### src/rtl/tx_token_pkg.sv
// Shared types, symbol constants and STP field helpers for the TX framing-token packer.
package tx_token_pkg;

  typedef enum logic [1:0] {
    TOK_IDL = 2'd0,
    TOK_SDP = 2'd1,
    TOK_STP = 2'd2,
    TOK_EDS = 2'd3
  } tok_type_t;

  localparam logic [7:0] IDL_SYM  = 8'h00;
  localparam logic [7:0] SDP_SYM0 = 8'hF0;
  localparam logic [7:0] SDP_SYM1 = 8'hAC;
  localparam logic [7:0] EDS_SYM0 = 8'h1F;
  localparam logic [7:0] EDS_SYM1 = 8'h80;
  localparam logic [7:0] EDS_SYM2 = 8'h90;
  localparam logic [7:0] EDS_SYM3 = 8'h00;
  localparam logic [3:0] STP_H    = 4'hF;

  localparam int MAX_TOK_LEN = 4;
  localparam int SYM_CNT_W   = $clog2(MAX_TOK_LEN) + 1;

  // Number of symbols a token occupies on the wire.
  function automatic logic [2:0] tok_len(input tok_type_t t);
    logic [2:0] n;
    case (t)
      TOK_IDL: n = 3'd1;
      TOK_SDP: n = 3'd2;
      TOK_STP: n = 3'd4;
      TOK_EDS: n = 3'd4;
      default: n = 3'd1;
    endcase
    return n;
  endfunction

  // 4-bit check code protecting the 11-bit STP length field.
  function automatic logic [3:0] stp_crc(input logic [10:0] l);
    logic [3:0] c;
    c[0] = l[0] ^ l[1] ^ l[2] ^ l[4] ^ l[6] ^ l[7] ^ l[10];
    c[1] = l[2] ^ l[3] ^ l[4] ^ l[5] ^ l[7] ^ l[9] ^ l[10];
    c[2] = l[1] ^ l[2] ^ l[3] ^ l[4] ^ l[6] ^ l[8] ^ l[9];
    c[3] = l[0] ^ l[1] ^ l[2] ^ l[3] ^ l[5] ^ l[7] ^ l[8];
    return c;
  endfunction

  // Even parity over length and check code together.
  function automatic logic stp_parity(input logic [10:0] l, input logic [3:0] c);
    return (^l) ^ (^c);
  endfunction

endpackage

### src/rtl/stp_field_gen.sv
// Combinational STP symbol former: length adjust, check code, parity and sequence packing.
module stp_field_gen
  import tx_token_pkg::*;
(
  input  logic [10:0]     length,
  input  logic [11:0]     seq,
  output logic [3:0][7:0] stp_sym
);

  logic [10:0] l_s;
  logic [3:0]  c_s;
  logic        p_s;

  // Length field counts the framing overhead, wrapping at 11 bits.
  assign l_s = length + 11'd2;
  assign c_s = stp_crc(l_s);
  assign p_s = stp_parity(l_s, c_s);

  assign stp_sym[0] = {l_s[3:0], STP_H};
  assign stp_sym[1] = {p_s, l_s[10:4]};
  assign stp_sym[2] = {c_s, seq[11:8]};
  assign stp_sym[3] = seq[7:0];

endmodule

### src/rtl/token_stream_packer.sv
// Framing-token packer: accepts STP/SDP/EDS/IDL requests and serialises their symbols
// onto a LANES-wide beat stream with downstream backpressure.
// Optional build macro TOKEN_SEQ_AUTO_EN: STP sequence numbers come from an internal
// 12-bit counter instead of i_seq_num.
module token_stream_packer
  import tx_token_pkg::*;
#(
  parameter int LANES         = 4,
  parameter int SYMBOL_WIDTH  = 8,
  parameter int SEQ_NUM_WIDTH = 12,
  parameter int PACKET_LENGTH = 11
) (
  input  logic                      i_clk,
  input  logic                      i_rst_n,
  input  logic                      i_tok_valid,
  output logic                      o_tok_ready,
  input  logic [1:0]                i_tok_type,
  input  logic [PACKET_LENGTH-1:0]  i_length,
  input  logic [SEQ_NUM_WIDTH-1:0]  i_seq_num,
  output logic [LANES*SYMBOL_WIDTH-1:0] o_sym_data,
  output logic                      o_sym_valid,
  output logic [LANES-1:0]          o_sym_is_tok,
  input  logic                      i_out_ready
);

  typedef enum logic {S_IDLE = 1'b0, S_EMIT = 1'b1} state_t;

  state_t                      state_r, state_nx_s;
  logic [SYM_CNT_W-1:0]        sym_cnt_r, sym_cnt_nx_s, src_off_s;
  logic [3:0][7:0]             tok_sym_r, req_sym_s, stp_sym_s, src_sym_s;
  logic [2:0]                  tok_len_r, req_len_s, src_len_s;
  tok_type_t                   req_type_s;
  logic [SEQ_NUM_WIDTH-1:0]    seq_sel_s;
  logic                        last_beat_s, tok_ready_s, tok_fire_s;
  logic                        load_beat_s, use_req_s, valid_nx_s;
  logic [LANES*SYMBOL_WIDTH-1:0] beat_data_s;
  logic [LANES-1:0]            beat_tok_s;

  assign req_type_s  = tok_type_t'(i_tok_type);
  assign o_tok_ready = i_rst_n & tok_ready_s;
  assign tok_fire_s  = i_tok_valid & o_tok_ready;

`ifdef TOKEN_SEQ_AUTO_EN
  logic [SEQ_NUM_WIDTH-1:0] seq_cnt_r;
  logic                     unused_seq_s;

  assign unused_seq_s = ^i_seq_num;
  assign seq_sel_s    = seq_cnt_r;

  // Auto sequence counter: advances once per accepted STP, wrapping naturally.
  always_ff @(posedge i_clk) begin
    if (!i_rst_n) begin
      seq_cnt_r <= 12'd0;
    end else if (tok_fire_s && (req_type_s == TOK_STP)) begin
      seq_cnt_r <= seq_cnt_r + 12'd1;
    end
  end
`else
  assign seq_sel_s = i_seq_num;
`endif

  stp_field_gen u_stp_field_gen (
    .length  (i_length[10:0]),
    .seq     (seq_sel_s[11:0]),
    .stp_sym (stp_sym_s)
  );

  // Symbol list of the request currently on the input port.
  always_comb begin
    req_sym_s = '0;
    req_len_s = tok_len(req_type_s);
    case (req_type_s)
      TOK_IDL: req_sym_s[0] = IDL_SYM;
      TOK_SDP: begin
        req_sym_s[0] = SDP_SYM0;
        req_sym_s[1] = SDP_SYM1;
      end
      TOK_EDS: begin
        req_sym_s[0] = EDS_SYM0;
        req_sym_s[1] = EDS_SYM1;
        req_sym_s[2] = EDS_SYM2;
        req_sym_s[3] = EDS_SYM3;
      end
      TOK_STP: req_sym_s = stp_sym_s;
      default: req_sym_s = '0;
    endcase
  end

  // The beat on the output is the last one when it covers all remaining symbols.
  assign last_beat_s = (int'(sym_cnt_r) + LANES) >= int'(tok_len_r);

  // Next-state, handshake and beat-load decisions.
  always_comb begin
    state_nx_s   = state_r;
    sym_cnt_nx_s = sym_cnt_r;
    valid_nx_s   = o_sym_valid;
    load_beat_s  = 1'b0;
    use_req_s    = 1'b0;
    tok_ready_s  = 1'b0;
    case (state_r)
      S_IDLE: begin
        tok_ready_s  = 1'b1;
        sym_cnt_nx_s = '0;
        if (i_tok_valid) begin
          state_nx_s  = S_EMIT;
          valid_nx_s  = 1'b1;
          load_beat_s = 1'b1;
          use_req_s   = 1'b1;
        end else begin
          valid_nx_s  = 1'b0;
        end
      end
      S_EMIT: begin
        if (i_out_ready) begin
          if (last_beat_s) begin
            tok_ready_s  = 1'b1;
            sym_cnt_nx_s = '0;
            if (i_tok_valid) begin
              load_beat_s = 1'b1;
              use_req_s   = 1'b1;
            end else begin
              state_nx_s  = S_IDLE;
              valid_nx_s  = 1'b0;
            end
          end else begin
            sym_cnt_nx_s = sym_cnt_r + SYM_CNT_W'(LANES);
            load_beat_s  = 1'b1;
          end
        end else begin
          sym_cnt_nx_s = sym_cnt_r;
        end
      end
      default: begin
        state_nx_s   = S_IDLE;
        sym_cnt_nx_s = '0;
        valid_nx_s   = 1'b0;
      end
    endcase
  end

  assign src_sym_s = use_req_s ? req_sym_s : tok_sym_r;
  assign src_len_s = use_req_s ? req_len_s : tok_len_r;
  assign src_off_s = use_req_s ? '0 : sym_cnt_nx_s;

  // Lane muxing: place symbols starting at lane 0, IDL-fill the unused lanes.
  always_comb begin
    beat_data_s = '0;
    beat_tok_s  = '0;
    for (int k = 0; k < LANES; k++) begin
      int idx;
      idx = int'(src_off_s) + k;
      if (idx < int'(src_len_s)) begin
        beat_data_s[k*SYMBOL_WIDTH +: SYMBOL_WIDTH] = SYMBOL_WIDTH'(src_sym_s[idx[1:0]]);
        beat_tok_s[k] = 1'b1;
      end else begin
        beat_tok_s[k] = 1'b0;
      end
    end
  end

  // State, counter, token capture and registered beat outputs.
  always_ff @(posedge i_clk) begin
    if (!i_rst_n) begin
      state_r      <= S_IDLE;
      sym_cnt_r    <= '0;
      tok_sym_r    <= '0;
      tok_len_r    <= 3'd0;
      o_sym_valid  <= 1'b0;
      o_sym_data   <= '0;
      o_sym_is_tok <= '0;
    end else begin
      state_r     <= state_nx_s;
      sym_cnt_r   <= sym_cnt_nx_s;
      o_sym_valid <= valid_nx_s;
      if (tok_fire_s) begin
        tok_sym_r <= req_sym_s;
        tok_len_r <= req_len_s;
      end
      if (load_beat_s) begin
        o_sym_data   <= beat_data_s;
        o_sym_is_tok <= beat_tok_s;
      end else if (!valid_nx_s) begin
        o_sym_data   <= '0;
        o_sym_is_tok <= '0;
      end
    end
  end

endmodule

### config.mk
export PLATFORM = sky130hd
export DESIGN_NAME = token_stream_packer
export DESIGN_NICKNAME = d
export VERILOG_FILES = /design/src/rtl/tx_token_pkg.sv /design/src/rtl/stp_field_gen.sv /design/src/rtl/token_stream_packer.sv
export SDC_FILE = /design/constraint.sdc
export NUM_CORES = 1
export LEC_CHECK = 0
export BUFFER_PORTS_ARGS = -buffer_cell sky130_fd_sc_hd__buf_2
export CAP_MARGIN = 15
export CORE_MARGIN = 2
export CORE_UTILIZATION = 40
export CTS_CLUSTER_SIZE = 10
export DETAILED_ROUTE_END_ITERATION = 16
export GPL_ROUTABILITY_DRIVEN = 0
export MAX_ROUTING_LAYER = met4
export REMOVE_ABC_BUFFERS = 1
export SLEW_MARGIN = 25
export SYNTH_ARGS = -nofsm -noshare
export SYNTH_HDL_FRONTEND = slang
export SYNTH_SLANG_ARGS = --single-unit
### constraint.sdc
create_clock -name i_clk -period 5.81 [get_ports i_clk]
set_input_delay 0.2905 -clock i_clk [delete_from_list [all_inputs] [get_ports i_clk]]
set_output_delay 0.2905 -clock i_clk [all_outputs]
set_load 0.05 [all_outputs]
Word level (Yosys, flattened, before mapping)
Index checks and enable logic that the tools add are counted.
- register bits after elaboration: 76
- word-level logic and storage cells: 105
- muxes and demuxes: 46
- reduce and logical (&&, ||, !) cells: 4
- add/sub/neg operators: 6
- equality and inequality tests: 4
- bitwise operators: 26
- $lt $le $gt $ge: 9
- operators by type and width (operator ; count):
    $mux W32 ; 3
    $bmux W8 S2 ; 4
    $mux W8 ; 8
    $pmux W16 S2 ; 1
    $pmux W8 S4 ; 1
    $pmux W8 S3 ; 1
    $xor A1 B1 Y1 ; 23
    $mux W1 ; 15
    $lt A2 B3 Y1 const B ; 4
    $lt A4 B3 Y1 ; 3
    $mux W3 ; 4
    $add A11 B2 Y11 const B ; 1
    $reduce_xor A11 Y1 ; 1
    $pmux W1 S2 ; 5
    $pmux W3 S3 ; 1
    $add A3 B2 Y4 const B ; 2
    $mux W4 ; 2
    $pmux W3 S2 ; 1
    $add A3 B1 Y4 const B ; 1
    $add A3 B3 Y4 const B ; 1
    $eq A2 B2 Y1 const B ; 2
    $ge A4 B3 Y1 ; 1
    $reduce_xor A4 Y1 ; 1
    $add A3 B3 Y3 const B ; 1
    other kinds (7) ; 8

Longest topological paths before layout
- depth after elaboration: 15
- mapped depth: 19
- depth with buffers taken out: 15

Modules after synthesis
Synthesis repeated with hierarchy kept, for this count alone.
- cell total of the unflattened synthesis: 641
- area total of the unflattened synthesis: 5007.3 µm²
- modules (own cells, without submodules) (module ; area an instance (µm²) ; cells each ; times used):
    token_stream_packer ; 4453.0 ; 572 ; 1
    stp_field_gen ; 554.3 ; 69 ; 1

Least setup slack after synthesis
Ideal clock, no wire load.
- kind: reg-to-reg
- start: register sym_cnt_r[0]
- end: register o_sym_data[26]
- required time: 5.740 ns
- library setup time: 0.070 ns
- slack: 1.617 ns
- path buffers: 4
- stages on the path, launching flop included: 20
- data arrival time: 4.123 ns
- path through: dfxtp_1 > clkbuf_1 > inv_1 > ha_1 > nand2b_1 > a21o_4 > a21oi_4 > nand2_1 > inv_1 > clkbuf_1 > ha_1 > clkbuf_1 > inv_1 > clkbuf_1 > ha_1 > a21boi_0 > o21ai_0 > nand2_1 > or3_1 > a21oi_1
- cells in the longest elaborated chain, start to end: 11
- elaborated cells on any way between the ends: 25
- classes of those cells: add/sub: 3; order compare: 2; eq/ne: 1; mux: 19
- RTL lines (element ; line ; RTL):
    from (decl) ; token_stream_packer.sv:29 ; logic [SYM_CNT_W-1:0] sym_cnt_r, sym_cnt_nx_s, src_off_s;
    from (signal assigned) ; token_stream_packer.sv:173 ; sym_cnt_r <= sym_cnt_nx_s;
    branches (longest 11 deep; another with $add A3 B3 Y4) ; -- ;
    to (signal assigned) ; token_stream_packer.sv:180 ; o_sym_data <= beat_data_s;
    to (decl) ; token_stream_packer.sv:20 ; output logic [LANES*SYMBOL_WIDTH-1:0] o_sym_data,
Several ways; the timed one is not identified. The select of a mux whose other input is x is not followed.
A chain may end at the register's enable or synchronous reset.

Final worst setup path
- start: register sym_cnt_r[0]
- end: register o_sym_data[20]
Same word-level chain as after synthesis.

==> results.tsv <==
stage	metric	value	unit
outcome	status	finished clean	
power_and_ir_drop	p_int	0.826	mW
detailed_routing	first_iter_violations	414	
timing	worst_pin_slew	887	ps
setup_path	cpPeakStageDelay	710	ps
power_and_ir_drop	ir_drop	0.108	mV
global_route	use_met2	39.7	%
setup_path	critPathMaxFanout	23	
yosys	synth_edf_count	0	
worst_hold_path	holdCritPathClass	in2reg	
clock_tree	cts_resized	0	
global_route	grt_usage	25.4	%
setup_path	cpMaxStageDelayCell	a21o_1	
yosys	yosysWarnings	0	
finish	most-common-layout-cells	dfxtp_1 (72), buf_2 (66), nor2_1 (61), nand2_1 (55), a21oi_1 (48)	
setup_path	worstPathArrival	5190	ps
finish	finalNonFillerCells	738	
clock_tree	post_cts_buffers	0	
finish	nNetsFinal	637	
yosys	async_reset_ff_share	0	%
clock_tree	cts_root_buf	clkbuf_8	
finish	final_area	4960	sq um
finish	diodes	0	
power_and_ir_drop	p_comb_share	21.1	%
timing	period_minus_slack	4920	ps
floorplan	start_util	40.5	%
setup_path	r2r_slack	890	ps
timing	rsz0062_at_grt	false	
flow_run	max-cap-violations	0	
floorplan	pin_count	67	
power_and_ir_drop	swShare	30.5	%
global_route	first_global_vias	4191	
timing	final_hold_viol_count	0	
timing	hold_slack	193	ps
yosys	synth.avg_cell_area	7.92	sq um
floorplan	die_h	108	um
setup_path	r2r_cells	14	
clock_tree	path_clk_slew	80	ps
finish	fin_util	46.2	%
global_route	grt_busiest_layer	met2	
timing	slew_headroom	40.8	%
setup_path	critPathBufInv	1	
setup_path	cp-start-kind	flop	
detailed_routing	final_antenna_net_count	0	
finish	nFillCells	1133	
placed_design	port_buffers	66	
power_and_ir_drop	pwr-share-seq	44.0	%
worst_hold_path	hp-start	i_seq_num[8]	
yosys	synth-main-ff-cell	dfxtp_1	
setup_path	crit_family	compound AO/OA/AOI/OAI gates	
power_and_ir_drop	pwr-share-clk	34.9	%
floorplan	core_area	10700	sq um
placed_design	placed_cells	722	
worst_hold_path	whs_path_depth	3	
detailed_routing	detail_route.wl_per_cell	19.1	um
power_and_ir_drop	p_leak	2.01	nW
detailed_routing	totalWireLength	14100	um
yosys	synthCells	550	
global_route	antenna_found_initial	0	
global_route	use_met1	32.6	%
floorplan	die_w	108	um
setup_path	worstPathRequired	6090	ps
detailed_routing	num_vias	4374	
timing	post-route-period-util	84.6	%
setup_path	cp-end-kind	flop	
clock_tree	cts_tree	built	
global_route	grt_pass1_wl	22200	um
timing	setup_tns	0	ps
placed_design	placed_cell_area	4770	sq um
setup_path	r2r-end	o_sym_data[20]	
detailed_routing	first_pass_iters	5	
detailed_routing	routed_via_density	5.93	
clock_tree	clock_latency	370	ps
floorplan	dieArea	11700	sq um
yosys	yosysSeqAreaShare	33.1	%
finish	drive_above_1_share	16.7	%
setup_path	worstSetupPathType	reg2reg	
clock_tree	cts_buffers	9	
power_and_ir_drop	p_per_area	240	nW/um^2
clock_tree	htreeDepth	3	
placed_design	dp_hpwl	9960	um
clock_tree	cts_hold_buf	0	
yosys	synth_seq_cells	72	
timing	fmax	203	MHz
finish	layout_commonest_cell	dfxtp_1	
finish	syn_to_final_growth	14.0	%
global_route	use_met3	3.62	%
timing	setup_viol	0	
global_route	grt-ovfl-total	0	
clock_tree	clock-sinks	72	
yosys	syn_area	4350	sq um
clock_tree	clk_path_buf_depth	2	
detailed_routing	drc	0	
floorplan	placementRows	38	
timing	slew_violations	0	
timing	finalClockSkew	14.8	ps
yosys	yosysUniqueCellTypes	63	
power_and_ir_drop	p_sw	0.363	mW
setup_path	rr_startpoint	sym_cnt_r[0]	
global_route	grt_max_degree	63	
worst_hold_path	worstHoldEndpoint	tok_sym_r[16]	
setup_path	crit_chain	inv_1 -> ha_1 -> nand2b_1 -> a21o_4 -> a21o_1 -> nand2_2 -> a21oi_1 -> fa_1 -> nor2b_1 -> a211oi_1 -> o31a_1 -> nand2_1 -> a41o_1 -> o21ai_0	
==> area by class of cell <==
cell class              instances  area, sq um  area share (%)
clock buffers                  13          159            3.20
well taps                     140          175            3.53
multi-input cells             421         2700            54.4
flip-flops and latches         72         1440            29.0
clock inverters                 3         40.0           0.806
repair buffers                 74          390            7.86
inverters                      15         56.3            1.13
==> tightest hold or removal path: stages <==
cell	delay (ps)
buf_2	100
nand2_1	70
a21oi_1	60
==> logic make-up after synthesis <==
logic type	after synthesis	share of synthesized area (%)
mux	9	2.13
compound gates	170	27.0
fa+ha+maj	15	4.48
buf+inv	57	5.00
simple gates	199	21.4
xor+xnor	28	6.90
flops	72	33.1
==> per-layer routing <==
| layer | routed length (um) | part of all wire [%] |
|---|---|---|
| met2 | 6600 | 47 |
| met1 | 6170 | 44 |
| met5 | 0 | 0 |
| met3 | 875 | 6.2 |
| met4 | 458 | 3.2 |
==> synthesized netlist by cell type, types with 3 or more instances <==
library cell | count | area share [%]
o2111ai_1 | 6 | 1.2
o211a_1 | 3 | 0.69
a22oi_1 | 7 | 1.2
a21oi_1 | 48 | 5.5
nand2b_1 | 12 | 1.7
inv_1 | 13 | 1.1
buf_1 | 4 | 0.34
nand2_1 | 55 | 4.7
a32oi_1 | 7 | 1.4
and2_1 | 11 | 1.6
mux2i_1 | 7 | 1.6
a31oi_1 | 10 | 1.4
nor2_1 | 62 | 5.3
o22ai_1 | 4 | 0.57
o31ai_1 | 6 | 1.0
dfxtp_1 | 72 | 33
clkbuf_1 | 35 | 3.0
nor2b_1 | 3 | 0.43
o211ai_1 | 14 | 2.4
a211oi_1 | 8 | 1.4
xor2_1 | 6 | 1.2
or3_1 | 5 | 0.72
nor3_1 | 9 | 1.0
a2bb2oi_1 | 4 | 0.80
nand4_1 | 14 | 2.0
o21ai_0 | 26 | 3.0
nand3_1 | 16 | 1.8
ha_1 | 14 | 4.0
buf_2 | 3 | 0.34
xnor3_1 | 4 | 2.1
xnor2_1 | 18 | 3.6
==> power groups by stage <==
stage / Clock, mW / Combinational, mW / Sequential (mW)
6_report: 0.415 / 0.251 / 0.523
5_1_grt: 0.437 / 0.272 / 0.524
4_1_cts: 0.419 / 0.249 / 0.522
3_5_place_dp: 0 / 0.248 / 0.534
3_3_place_gp: 0 / 0.245 / 0.533
2_1_floorplan: 0 / 0.152 / 0.550
==> stage by stage <==
step	worst slack, ps	power [mW]
finish	894	1.19
global route	571	1.23
detailed placement	931	0.782
floorplan	1380	0.702
CTS	947	1.19
global placement	1030	0.778
==> how the worst max path moves through the flow <==
| stage | cells past startpoint | slack, ps | from | to |
|---|---|---|---|---|
| detailed placement | 14 | 930 | sym_cnt_r[0] | o_sym_data[20] |
| floorplan | 15 | 1380 | sym_cnt_r[0] | o_sym_data[26] |
| finish | 14 | 890 | sym_cnt_r[0] | o_sym_data[20] |
| CTS | 14 | 950 | sym_cnt_r[0] | o_sym_data[20] |
| global route | 16 | 570 | sym_cnt_r[0] | o_sym_data[26] |
| global placement | 14 | 1030 | sym_cnt_r[0] | o_sym_data[20] |
==> flip-flops by register name, summed over array words and instances, names as in the netlist <==
name          flops
state_r           1
o_sym_data       32
o_sym_valid       1
tok_sym_r        29
sym_cnt_r         3
tok_len_r         2
o_sym_is_tok      4
Power figures use the tool's default switching activity.
